### config.mk
export PLATFORM = sky130hd
export DESIGN_NAME = scan_chain_ctrl
export DESIGN_NICKNAME = d
export VERILOG_FILES = /design/src/rtl/scan_ctrl_pkg.sv /design/src/rtl/scan_unload_sr.sv /design/src/rtl/scan_chain_ctrl.sv
export SDC_FILE = /design/constraint.sdc
export NUM_CORES = 1
export LEC_CHECK = 0
export ABC_AREA = 1
export BUFFER_PORTS_ARGS = -buffer_cell sky130_fd_sc_hd__buf_2
export CAP_MARGIN = 20
export CORE_MARGIN = 2
export CORE_UTILIZATION = 44
export DETAILED_ROUTE_END_ITERATION = 7
export PLACE_DENSITY = 0.64
export SLEW_MARGIN = 10
export SYNTH_ARGS = -nofsm -noshare
export SYNTH_HDL_FRONTEND = slang
export SYNTH_SLANG_ARGS = --single-unit
### constraint.sdc
create_clock -name clk -period 2.9 [get_ports clk]
set_clock_uncertainty 0.05 [all_clocks]
set_input_delay 0.87 -clock clk [delete_from_list [all_inputs] [get_ports clk]]
set_output_delay 0.87 -clock clk [all_outputs]
set_load 0.02 [all_outputs]
### src/rtl/scan_ctrl_pkg.sv
// Shared types and constants for the scan chain sequencer.
package scan_ctrl_pkg;

  typedef enum logic [2:0] {
    IDLE      = 3'd0,
    SHIFT_IN  = 3'd1,
    CAPTURE   = 3'd2,
    SHIFT_OUT = 3'd3,
    DONE      = 3'd4
  } scan_state_t;

  localparam int                    FAIL_CNT_W   = 8;
  localparam logic [FAIL_CNT_W-1:0] FAIL_CNT_MAX = 8'd255;

  function automatic logic [FAIL_CNT_W-1:0] sat_inc(input logic [FAIL_CNT_W-1:0] v);
    return (v == FAIL_CNT_MAX) ? v : v + 1'b1;
  endfunction

endpackage

### src/rtl/scan_unload_sr.sv
// Serial-in/parallel-out shift register with enable, filled MSB-first from ser_i.
// par_next_o is the value held after the current edge if shifting, so a caller can use the final sample without waiting a cycle.
module scan_unload_sr #(
  parameter int WIDTH = 8
) (
  input  logic             clk,
  input  logic             rst,
  input  logic             en_i,
  input  logic             ser_i,
  output logic [WIDTH-1:0] par_next_o
);

  logic [WIDTH-1:0] sr_q;
  logic [WIDTH-1:0] sr_d;

  always_comb begin
    sr_d = {sr_q[WIDTH-2:0], ser_i};
  end

  // NOTE: a full unload overwrites every bit, so reset is not needed for correctness; it keeps the register deterministic after rst.
  always_ff @(posedge clk) begin
    if (!rst) begin
      sr_q <= '0;
    end else if (en_i) begin
      sr_q <= sr_d;
    end
  end

  assign par_next_o = sr_d;

endmodule

### src/rtl/scan_chain_ctrl.sv
// Sequencer for one mux-scan chain: serial load, single capture, serial unload with compare.
// Keeps the last response, a pass flag and a saturating fail count.
module scan_chain_ctrl
  import scan_ctrl_pkg::*;
#(
  parameter int CHAIN_LEN = 8,
  parameter int CNT_W     = $clog2(CHAIN_LEN)
) (
  input  logic                  clk,
  input  logic                  rst,
  input  logic                  start,
  input  logic                  abort,
  input  logic                  clr_fail,
  input  logic [CHAIN_LEN-1:0]  pattern,
  input  logic [CHAIN_LEN-1:0]  expected,
  input  logic                  scan_out,
  output logic                  scan_en,
  output logic                  scan_in,
  output logic                  busy,
  output logic                  done,
  output logic                  pass,
  output logic [CHAIN_LEN-1:0]  response,
  output logic [FAIL_CNT_W-1:0] fail_cnt
);

  localparam logic [CNT_W-1:0] CNT_LAST = CNT_W'(CHAIN_LEN - 1);

  scan_state_t            state_q, state_d;
  logic [CNT_W-1:0]       cnt_q, cnt_d;
  logic [CHAIN_LEN-1:0]   pat_q, pat_d;
  logic [CHAIN_LEN-1:0]   exp_q, exp_d;
  logic                   pass_q, pass_d;
  logic [CHAIN_LEN-1:0]   resp_q, resp_d;
  logic [FAIL_CNT_W-1:0]  fail_q, fail_d;
  logic                   cnt_last;
  logic                   unload_en;
  logic                   result_upd;
  logic [CHAIN_LEN-1:0]   sr_next;

  assign cnt_last = (cnt_q == CNT_LAST);

  scan_unload_sr #(
    .WIDTH(CHAIN_LEN)
  ) u_response_sr (
    .clk        (clk),
    .rst        (rst),
    .en_i       (unload_en),
    .ser_i      (scan_out),
    .par_next_o (sr_next)
  );

  // NOTE: every signal written here gets a default first, so no path leaves it unassigned and no latch is inferred.
  always_comb begin
    state_d   = state_q;
    cnt_d     = cnt_q;
    pat_d     = pat_q;
    exp_d     = exp_q;
    unload_en = 1'b0;

    unique case (state_q)
      IDLE: begin
        if (start) begin
          state_d = SHIFT_IN;
          cnt_d   = '0;
          pat_d   = pattern;
          exp_d   = expected;
        end
      end
      SHIFT_IN: begin
        pat_d = pat_q << 1;
        if (cnt_last) begin
          cnt_d   = '0;
          state_d = CAPTURE;
        end else begin
          cnt_d = cnt_q + 1'b1;
        end
      end
      CAPTURE: begin
        cnt_d   = '0;
        state_d = SHIFT_OUT;
      end
      SHIFT_OUT: begin
        unload_en = 1'b1;
        if (cnt_last) begin
          cnt_d   = '0;
          state_d = DONE;
        end else begin
          cnt_d = cnt_q + 1'b1;
        end
      end
      DONE: begin
        state_d = IDLE;
      end
      default: begin
        state_d = IDLE;
      end
    endcase

    if (abort) begin
      state_d = IDLE;
    end
  end

  // Results are registered on the edge entering DONE so they are already valid while done is high.
  assign result_upd = (state_q == SHIFT_OUT) && cnt_last && !abort;

  always_comb begin
    pass_d = pass_q;
    resp_d = resp_q;
    fail_d = fail_q;
    if (result_upd) begin
      resp_d = sr_next;
      pass_d = (sr_next == exp_q);
      if (sr_next != exp_q) begin
        fail_d = sat_inc(fail_q);
      end
    end
    if (clr_fail) begin
      fail_d = '0;
    end
  end

  // NOTE: state registers use non-blocking assignments so every flop samples the pre-edge values.
  always_ff @(posedge clk) begin
    if (!rst) begin
      state_q <= IDLE;
      cnt_q   <= '0;
      pat_q   <= '0;
      exp_q   <= '0;
      pass_q  <= 1'b0;
      resp_q  <= '0;
      fail_q  <= '0;
    end else begin
      state_q <= state_d;
      cnt_q   <= cnt_d;
      pat_q   <= pat_d;
      exp_q   <= exp_d;
      pass_q  <= pass_d;
      resp_q  <= resp_d;
      fail_q  <= fail_d;
    end
  end

  assign scan_en  = (state_q == SHIFT_IN) || (state_q == SHIFT_OUT);
  assign scan_in  = (state_q == SHIFT_IN) && pat_q[CHAIN_LEN-1];
  assign busy     = (state_q != IDLE);
  assign done     = (state_q == DONE);
  assign pass     = pass_q;
  assign response = resp_q;
  assign fail_cnt = fail_q;

endmodule

==> impl_metrics.py, run 1 <==
metrics = {
    "yosys": {
        "synth_seq_area_share_pct": 44.2,
        "synth_largest_type_area_fraction_pct": 44.2,
        "synthDominantAreaCellType": "sky130_fd_sc_hd__dfxtp_1",
        "count_of_flip_flops_with_a_built_in_enable_after_synthesis": 0,
        "ys_top_cells_by_count": "sky130_fd_sc_hd__nand2_1 (60), sky130_fd_sc_hd__dfxtp_1 (46), sky130_fd_sc_hd__nor2_1 (36)",
        "mappedNetlistArea_um2": 2090,
        "async_flop_share_pct": 0,
        "syn-instance-count": 289,
        "synthMostInstantiatedCell": "sky130_fd_sc_hd__nand2_1",
        "ys_ff_latch": 46,
        "yosys_most_used_dff": "sky130_fd_sc_hd__dfxtp_1",
        "yosys-top-cells-area": "sky130_fd_sc_hd__dfxtp_1 (44%), sky130_fd_sc_hd__nand2_1 (11%), sky130_fd_sc_hd__a21oi_1 (6.5%)",
        "yosysWarnings": 0,
        "synth_cell_type_count": 25,
        "syn_nets": 314,
        "postSynthAreaPerCell_um2": 7.22,
    },
    "clock_tree": {
        "tritoncts": "built",
        "holdBufCountCts": 0,
        "post_cts_resize_count": 0,
        "clkSlewWorstSetupHoldPaths_ns": 0.09,
        "clkLatencyLatePin_ns": 0.30,
        "cts_buffers": 5,
        "clk_root_buffer_cell": "sky130_fd_sc_hd__clkbuf_8",
        "postCtsSetupBuffers": 0,
        "cts.htree.levels": 2,
        "clock_path_buffers": 2,
        "clock_sink_count": 46,
    },
    "global_route": {
        "groute.usage.overall_pct": 16.9,
        "antenna_found_initial": 0,
        "globalRoute.totalOverflow": 0,
        "wire_length_of_the_first_global_routing_pass_um": 6980,
        "grt_pass1_vias": 1574,
        "grt_start_max_net_pins": 27,
    },
    "sta": {
        "slew_headroom_pct": 65.2,
        "setup_violations": 0,
        "fraction_of_the_cycle_the_final_worst_path_needs_pct": 82.7,
        "report.final.slew_viol_count": 0,
        "max_freq_ghz": 0.417,
        "worst-slew-pin-transition_ns": 0.519,
        "tns_ns": 0,
        "hold_viol": 0,
        "rsz_0062_raised_after_global_routing": "no",
        "min_period_ns": 2.40,
    },
    "die": {
        "design.core.area_um2": 4660,
        "die_y_um": 72.9,
        "starting_density_of_the_core_pct": 44.8,
        "io_pins": 43,
        "die_area_um2": 5310,
        "placementRows": 25,
        "floorplan.die.width_um": 72.9,
    },
    "pwr": {
        "cellLeakagePower_uw": 0.00110,
        "power.clock.fraction_pct": 35.7,
        "vdd_ir_drop_max_v": 0.000286,
        "power.share.sequential_pct": 55.1,
        "power_switching_share_pct": 24.4,
        "power.switching_uw": 296,
        "p_per_area_nw_per_um2": 500,
        "power_frac_comb_pct": 9.2,
        "p_int_uw": 915,
    },
    "placement": {
        "gp_congestion": 0.835,
        "port_buffers": 42,
        "post-place-cells": 376,
        "place_hpwl_um": 2980,
    },
    "worst_setup_path": {
        "critPathArrivalTime_ns": 1.48,
        "endpoint_kind": "output pin",
        "worst_ep_required_time_ns": 1.98,
        "startpoint_type_of_the_worst_setup_path": "register",
        "setup.reg_to_reg.worst_slack_ns": 1.03,
        "crit_path_max_fanout": 13,
        "path_class": "register to output pin",
    },
    "final_layout": {
        "fraction_of_layout_cells_with_a_size_suffix_above_1_pct": 18.8,
        "finish.cell_count_without_fillers": 384,
        "area_growth_syn_to_layout_pct": 16.1,
        "n_fill_cell": 475,
        "design.final.nets": 354,
        "antennaDiodeCount": 0,
    },
    "min_path": {
        "min_path_type": "register to register",
    },
    "route": {
        "drt-initial-drc-count": 85,
        "drtAntennaViolNets": 0,
        "viasPerCell": 4.82,
        "detail_route.wl_per_cell_um": 10.7,
        "drc": 0,
        "routed_wirelength_um": 4110,
        "number_of_iterations_in_the_first_detailed_routing_pass": 4,
        "routed-via-count": 1849,
    },
    "run_status": {
        "run_status": "completed",
    },
    "job": {
        "maxCapViolCount": 0,
    },
}
## worst max-delay path, cell delays in order, from the launching register on
cell                      delay, ns
sky130_fd_sc_hd__dfxtp_1       0.40
sky130_fd_sc_hd__inv_1         0.13
sky130_fd_sc_hd__nor2_4        0.16
sky130_fd_sc_hd__nand2_2       0.19
sky130_fd_sc_hd__nor2_1        0.14
sky130_fd_sc_hd__buf_2         0.17
## logic make-up (layout without fill, tap and decap cells)
logic type               Yosys count  after routing  synth area share [%]
AND/OR/NAND/NOR                  121            121                  24.8
buffers and inverters             45             86                  9.00
AO/OA/AOI/OAI                     66             66                  16.9
XOR/XNOR                           8              8                  3.36
flip-flops                        46             46                  44.2
adder cells (fa/ha/maj)            3              3                  1.80
## final timing paths
check | depth (start not counted) | endpoint | startpoint
worst max-delay path | 5 | scan_in | state_q[0]
worst min-delay path | 2 | exp_q[2] | exp_q[2]
worst min register to register | 2 | exp_q[2] | exp_q[2]
worst max register to register | 10 | fail_cnt[1] | state_q[1]
## metal layers
metal	wire [um]	global-route usage, %	vias to the layer above	share of wire, %
met2	1810	26.5	41	44
met1	2070	22.3	794	50
met5	0	0	-	0
li1	-	-	1009	-
met3	167	4.42	5	4.1
met4	60	6.79	0	1.5
## final cells by class
type	instances	area, um^2	area share, %
Clock buffer	7	96.3	3.98
Clock inverter	1	8.76	0.362
Inverter	35	133	5.48
Multi-Input combinational cell	198	977	40.4
Sequential cell	46	921	38.0
Tap cell	54	67.6	2.79
Timing Repair Buffer	43	218	8.99
## sequential cells by signal, summed over array words and instances, names as in the netlist
name	cells
exp_q	8
fail_cnt	8
u_response_sr.sr_q	7
response	8
pass	1
pat_q	8
state_q	3
cnt_q	3
## power groups by stage
| stage | Clock (uW) | Sequential, uW | Combinational (uW) |
|---|---|---|---|
| 3_5_place_dp | 0 | 681 | 112 |
| 3_3_place_gp | 0 | 681 | 112 |
| 5_1_grt | 465 | 670 | 130 |
| 6_report | 432 | 667 | 112 |
| 2_1_floorplan | 0 | 679 | 82.2 |
| 4_1_cts | 443 | 667 | 112 |
## metrics by stage
| step | cell area (um^2) | setup WS, ns | utilization (%) | hold WS (ns) | power, uW |
|---|---|---|---|---|---|
| final | 2420 | 0.501 | 51.9 | 0.409 | 1210 |
| after global routing | 2420 | 0.385 | 51.9 | 0.446 | 1260 |
| after CTS | 2420 | 0.479 | 51.9 | 0.413 | 1220 |
| after detailed placement | 2320 | 0.752 | 49.7 | 0.400 | 794 |
| after global placement | 2320 | 0.784 | 49.7 | 0.400 | 793 |
| after floorplan | 2090 | 0.715 | - | 0.387 | 761 |
## layout by cell type (no fill, tap or decap), types with 3 or more instances in the layout
cell	netlist	final
sky130_fd_sc_hd__a31oi_1	7	7
sky130_fd_sc_hd__a211oi_1	5	5
sky130_fd_sc_hd__buf_2	2	42
sky130_fd_sc_hd__inv_1	33	33
sky130_fd_sc_hd__clkbuf_8	0	7
sky130_fd_sc_hd__nor2_1	36	36
sky130_fd_sc_hd__ha_1	3	3
sky130_fd_sc_hd__dfxtp_1	46	46
sky130_fd_sc_hd__nand2_1	60	60
sky130_fd_sc_hd__nand2_2	5	5
sky130_fd_sc_hd__xnor2_1	5	5
sky130_fd_sc_hd__a21oi_1	27	27
sky130_fd_sc_hd__o21ai_0	25	25
sky130_fd_sc_hd__xor2_1	3	3
sky130_fd_sc_hd__nand3_1	12	12
Note: power is estimated with default switching activity, not from simulation.
==> run 2, diff against run 1 <==
==> constraint.sdc (replaced) <==
create_clock -name clk -period 2.3 [get_ports clk]
set_clock_uncertainty 0.05 [all_clocks]
set_input_delay 0.69 -clock clk [delete_from_list [all_inputs] [get_ports clk]]
set_output_delay 0.69 -clock clk [all_outputs]
set_load 0.02 [all_outputs]
==> run 2 against run 1 <==
- global-route usage rose by 0.46 points
- combinational power rose by 29%
- register-to-register slack worse by 0.46 ns
- via count rose by 0.70%
- non-clock buffer count rose by 3
- clock power is 66% higher
- sequential cell count is the same
- critical endpoint unchanged
- largest power group unchanged
- highest routed layer unchanged
==> impl_metrics.py, run 2 (same netlist as run 1, synthesis figures left out) <==
metrics = {
    "run_status": {
        "run_status": "completed",
    },
    "route": {
        "route.top_layer_used": "met4",
        "detail_route.wl_per_cell_um": 10.8,
        "viasPerCell": 4.81,
        "number_of_iterations_in_the_first_detailed_routing_pass": 4,
        "routed_wirelength_um": 4180,
        "drc": 0,
        "drt-initial-drc-count": 94,
        "route.layer.met1.wl_um": 2080,
        "wl_met2_um": 1870,
        "wl_met3_um": 172,
        "routed-via-count": 1862,
        "drtAntennaViolNets": 0,
    },
    "worst_setup_path": {
        "crit_path_max_fanout": 5,
        "path_depth": 5,
        "critical_path.top_delay_family": "flip-flops",
        "startpoint_of_the_worst_register_to_register_path": "state_q[1]",
        "critPathArrivalTime_ns": 1.30,
        "critical_path.reg2reg.endpoint": "fail_cnt[6]",
        "endpoint_kind": "output pin",
        "startpoint_type_of_the_worst_setup_path": "register",
        "cp_slowest_cell": "sky130_fd_sc_hd__dfxtp_1",
        "r2r.worst_path.cells": 10,
        "path_class": "register to output pin",
        "worst_ep_required_time_ns": 1.56,
        "critical_path.max_stage_delay_ns": 0.39,
        "timing.critical_path.cells": "inv_1 -> nor2_4 -> nand2_2 -> nor2_1 -> buf_2",
        "worstPathBufferInverterCount": 2,
        "setup.reg_to_reg.worst_slack_ns": 0.57,
    },
    "placement": {
        "placement.cell_area_um2": 2340,
        "gp_congestion": 0.784,
        "port_buffers": 42,
        "place_hpwl_um": 3080,
    },
    "die": {
        "starting_density_of_the_core_pct": 44.8,
        "io_pins": 43,
        "floorplan.die.width_um": 72.9,
        "die_area_um2": 5310,
        "design.core.area_um2": 4660,
        "placementRows": 25,
        "die_y_um": 72.9,
    },
    "sta": {
        "worst_hold_check_slack_ns": 0.415,
        "report.final.slew_viol_count": 0,
        "hold_viol": 0,
        "worst-slew-pin-transition_ns": 0.516,
        "slew_headroom_pct": 65.5,
        "max_freq_ghz": 0.490,
        "rsz_0062_raised_after_global_routing": "no",
        "tns_ns": 0,
        "min_period_ns": 2.04,
        "fraction_of_the_cycle_the_final_worst_path_needs_pct": 88.8,
        "setup_violations": 0,
    },
    "global_route": {
        "grt_start_max_net_pins": 27,
        "groute.usage.overall_pct": 17.4,
        "grt_pass1_vias": 1686,
        "globalRoute.totalOverflow": 0,
        "wire_length_of_the_first_global_routing_pass_um": 7250,
        "antenna_found_initial": 0,
    },
    "pwr": {
        "p_per_area_nw_per_um2": 687,
        "vdd_ir_drop_max_v": 0.000372,
        "cellLeakagePower_uw": 0.00112,
    },
    "final_layout": {
        "antennaDiodeCount": 0,
        "area_growth_syn_to_layout_pct": 18.7,
        "final_design_area_no_fill_um2": 2480,
        "n_fill_cell": 455,
        "fraction_of_layout_cells_with_a_size_suffix_above_1_pct": 19.5,
        "commonest_cells_after_routing_fill_and_taps_aside": "sky130_fd_sc_hd__nand2_1 (60), sky130_fd_sc_hd__dfxtp_1 (46), sky130_fd_sc_hd__buf_2 (42), sky130_fd_sc_hd__nor2_1 (36), sky130_fd_sc_hd__inv_1 (33)",
        "design.final.nets": 357,
        "most_common_cell_after_layout_fill_and_taps_aside": "sky130_fd_sc_hd__nand2_1",
    },
    "min_path": {
        "whs_path_depth": 2,
        "timing.hold.worst.start": "exp_q[2]",
        "min_path_type": "register to register",
        "whs_endpoint": "exp_q[2]",
    },
    "clock_tree": {
        "clock_sink_count": 46,
        "clkSlewWorstSetupHoldPaths_ns": 0.09,
        "clock_path_buffers": 2,
        "cts_buffers": 5,
        "holdBufCountCts": 0,
        "cts.htree.levels": 2,
        "postCtsSetupBuffers": 0,
        "clk_root_buffer_cell": "sky130_fd_sc_hd__clkbuf_8",
        "clkLatencyLatePin_ns": 0.30,
        "tritoncts": "built",
        "post_cts_resize_count": 0,
    },
    "job": {
        "maxCapViolCount": 0,
    },
}
## run 2: cell count changes in the layout (fill, tap and decap cells not counted), sizes merged
cell / previous run / this run
buf: 43 / 46
bufinv: 0 / 2
clkbuf: 7 / 5
## run 2: power breakdown
group | internal [uW] | total (uW) | switching [uW]
sequential | 825 | 841 | 15.8
clock | 435 | 716 | 281
combinational | 55.4 | 144 | 88.9
## run 2: worst max-delay path by stage
stage	from	end	slack [ns]
final	state_q[0]	scan_in	0.26
after global routing	state_q[0]	scan_in	0.17
after CTS	state_q[0]	scan_in	0.23
after detailed placement	scan_out	fail_cnt[1]	0.35
after global placement	scan_out	fail_cnt[6]	0.36
after floorplan	state_q[0]	scan_in	0.29
## run 2: worst register-to-register path, delay by kind of cell (launching register included)
| family | cells | cell delay [ns] |
|---|---|---|
| flip-flops | 1 | 0.44 |
| buffers and inverters | 2 | 0.25 |
| AND/OR/NAND/NOR | 8 | 0.94 |
## run 2: area by class of cell
cell class	count	area (um^2)	area share (%)
multi-input combinational	198	977	39.5
tap	54	67.6	2.73
sequential	46	921	37.2
inverter	35	133	5.36
clock buffer	5	68.8	2.78
timing repair buffer	46	240	9.70
clock inverter	3	68.8	2.78
## run 2: through the flow
| step | power (uW) | util [%] | setup slack [ns] | std cells |
|---|---|---|---|---|
| after global routing | 1770 | 53.1 | 0.170 | 387 |
| after CTS | 1720 | 53.1 | 0.227 | 387 |
| after floorplan | 959 | - | 0.295 | 289 |
| after detailed placement | 1000 | 50.2 | 0.348 | 379 |
| after global placement | 1000 | 50.2 | 0.359 | 379 |
| final | 1700 | 53.1 | 0.257 | 387 |
## run 2: layer usage
metal  vias to the layer above  track usage [%]
met4                         0             6.17
li1                       1013                -
met2                        42             28.8
met3                         5             4.56
met1                       802             21.8
met5                         -                0
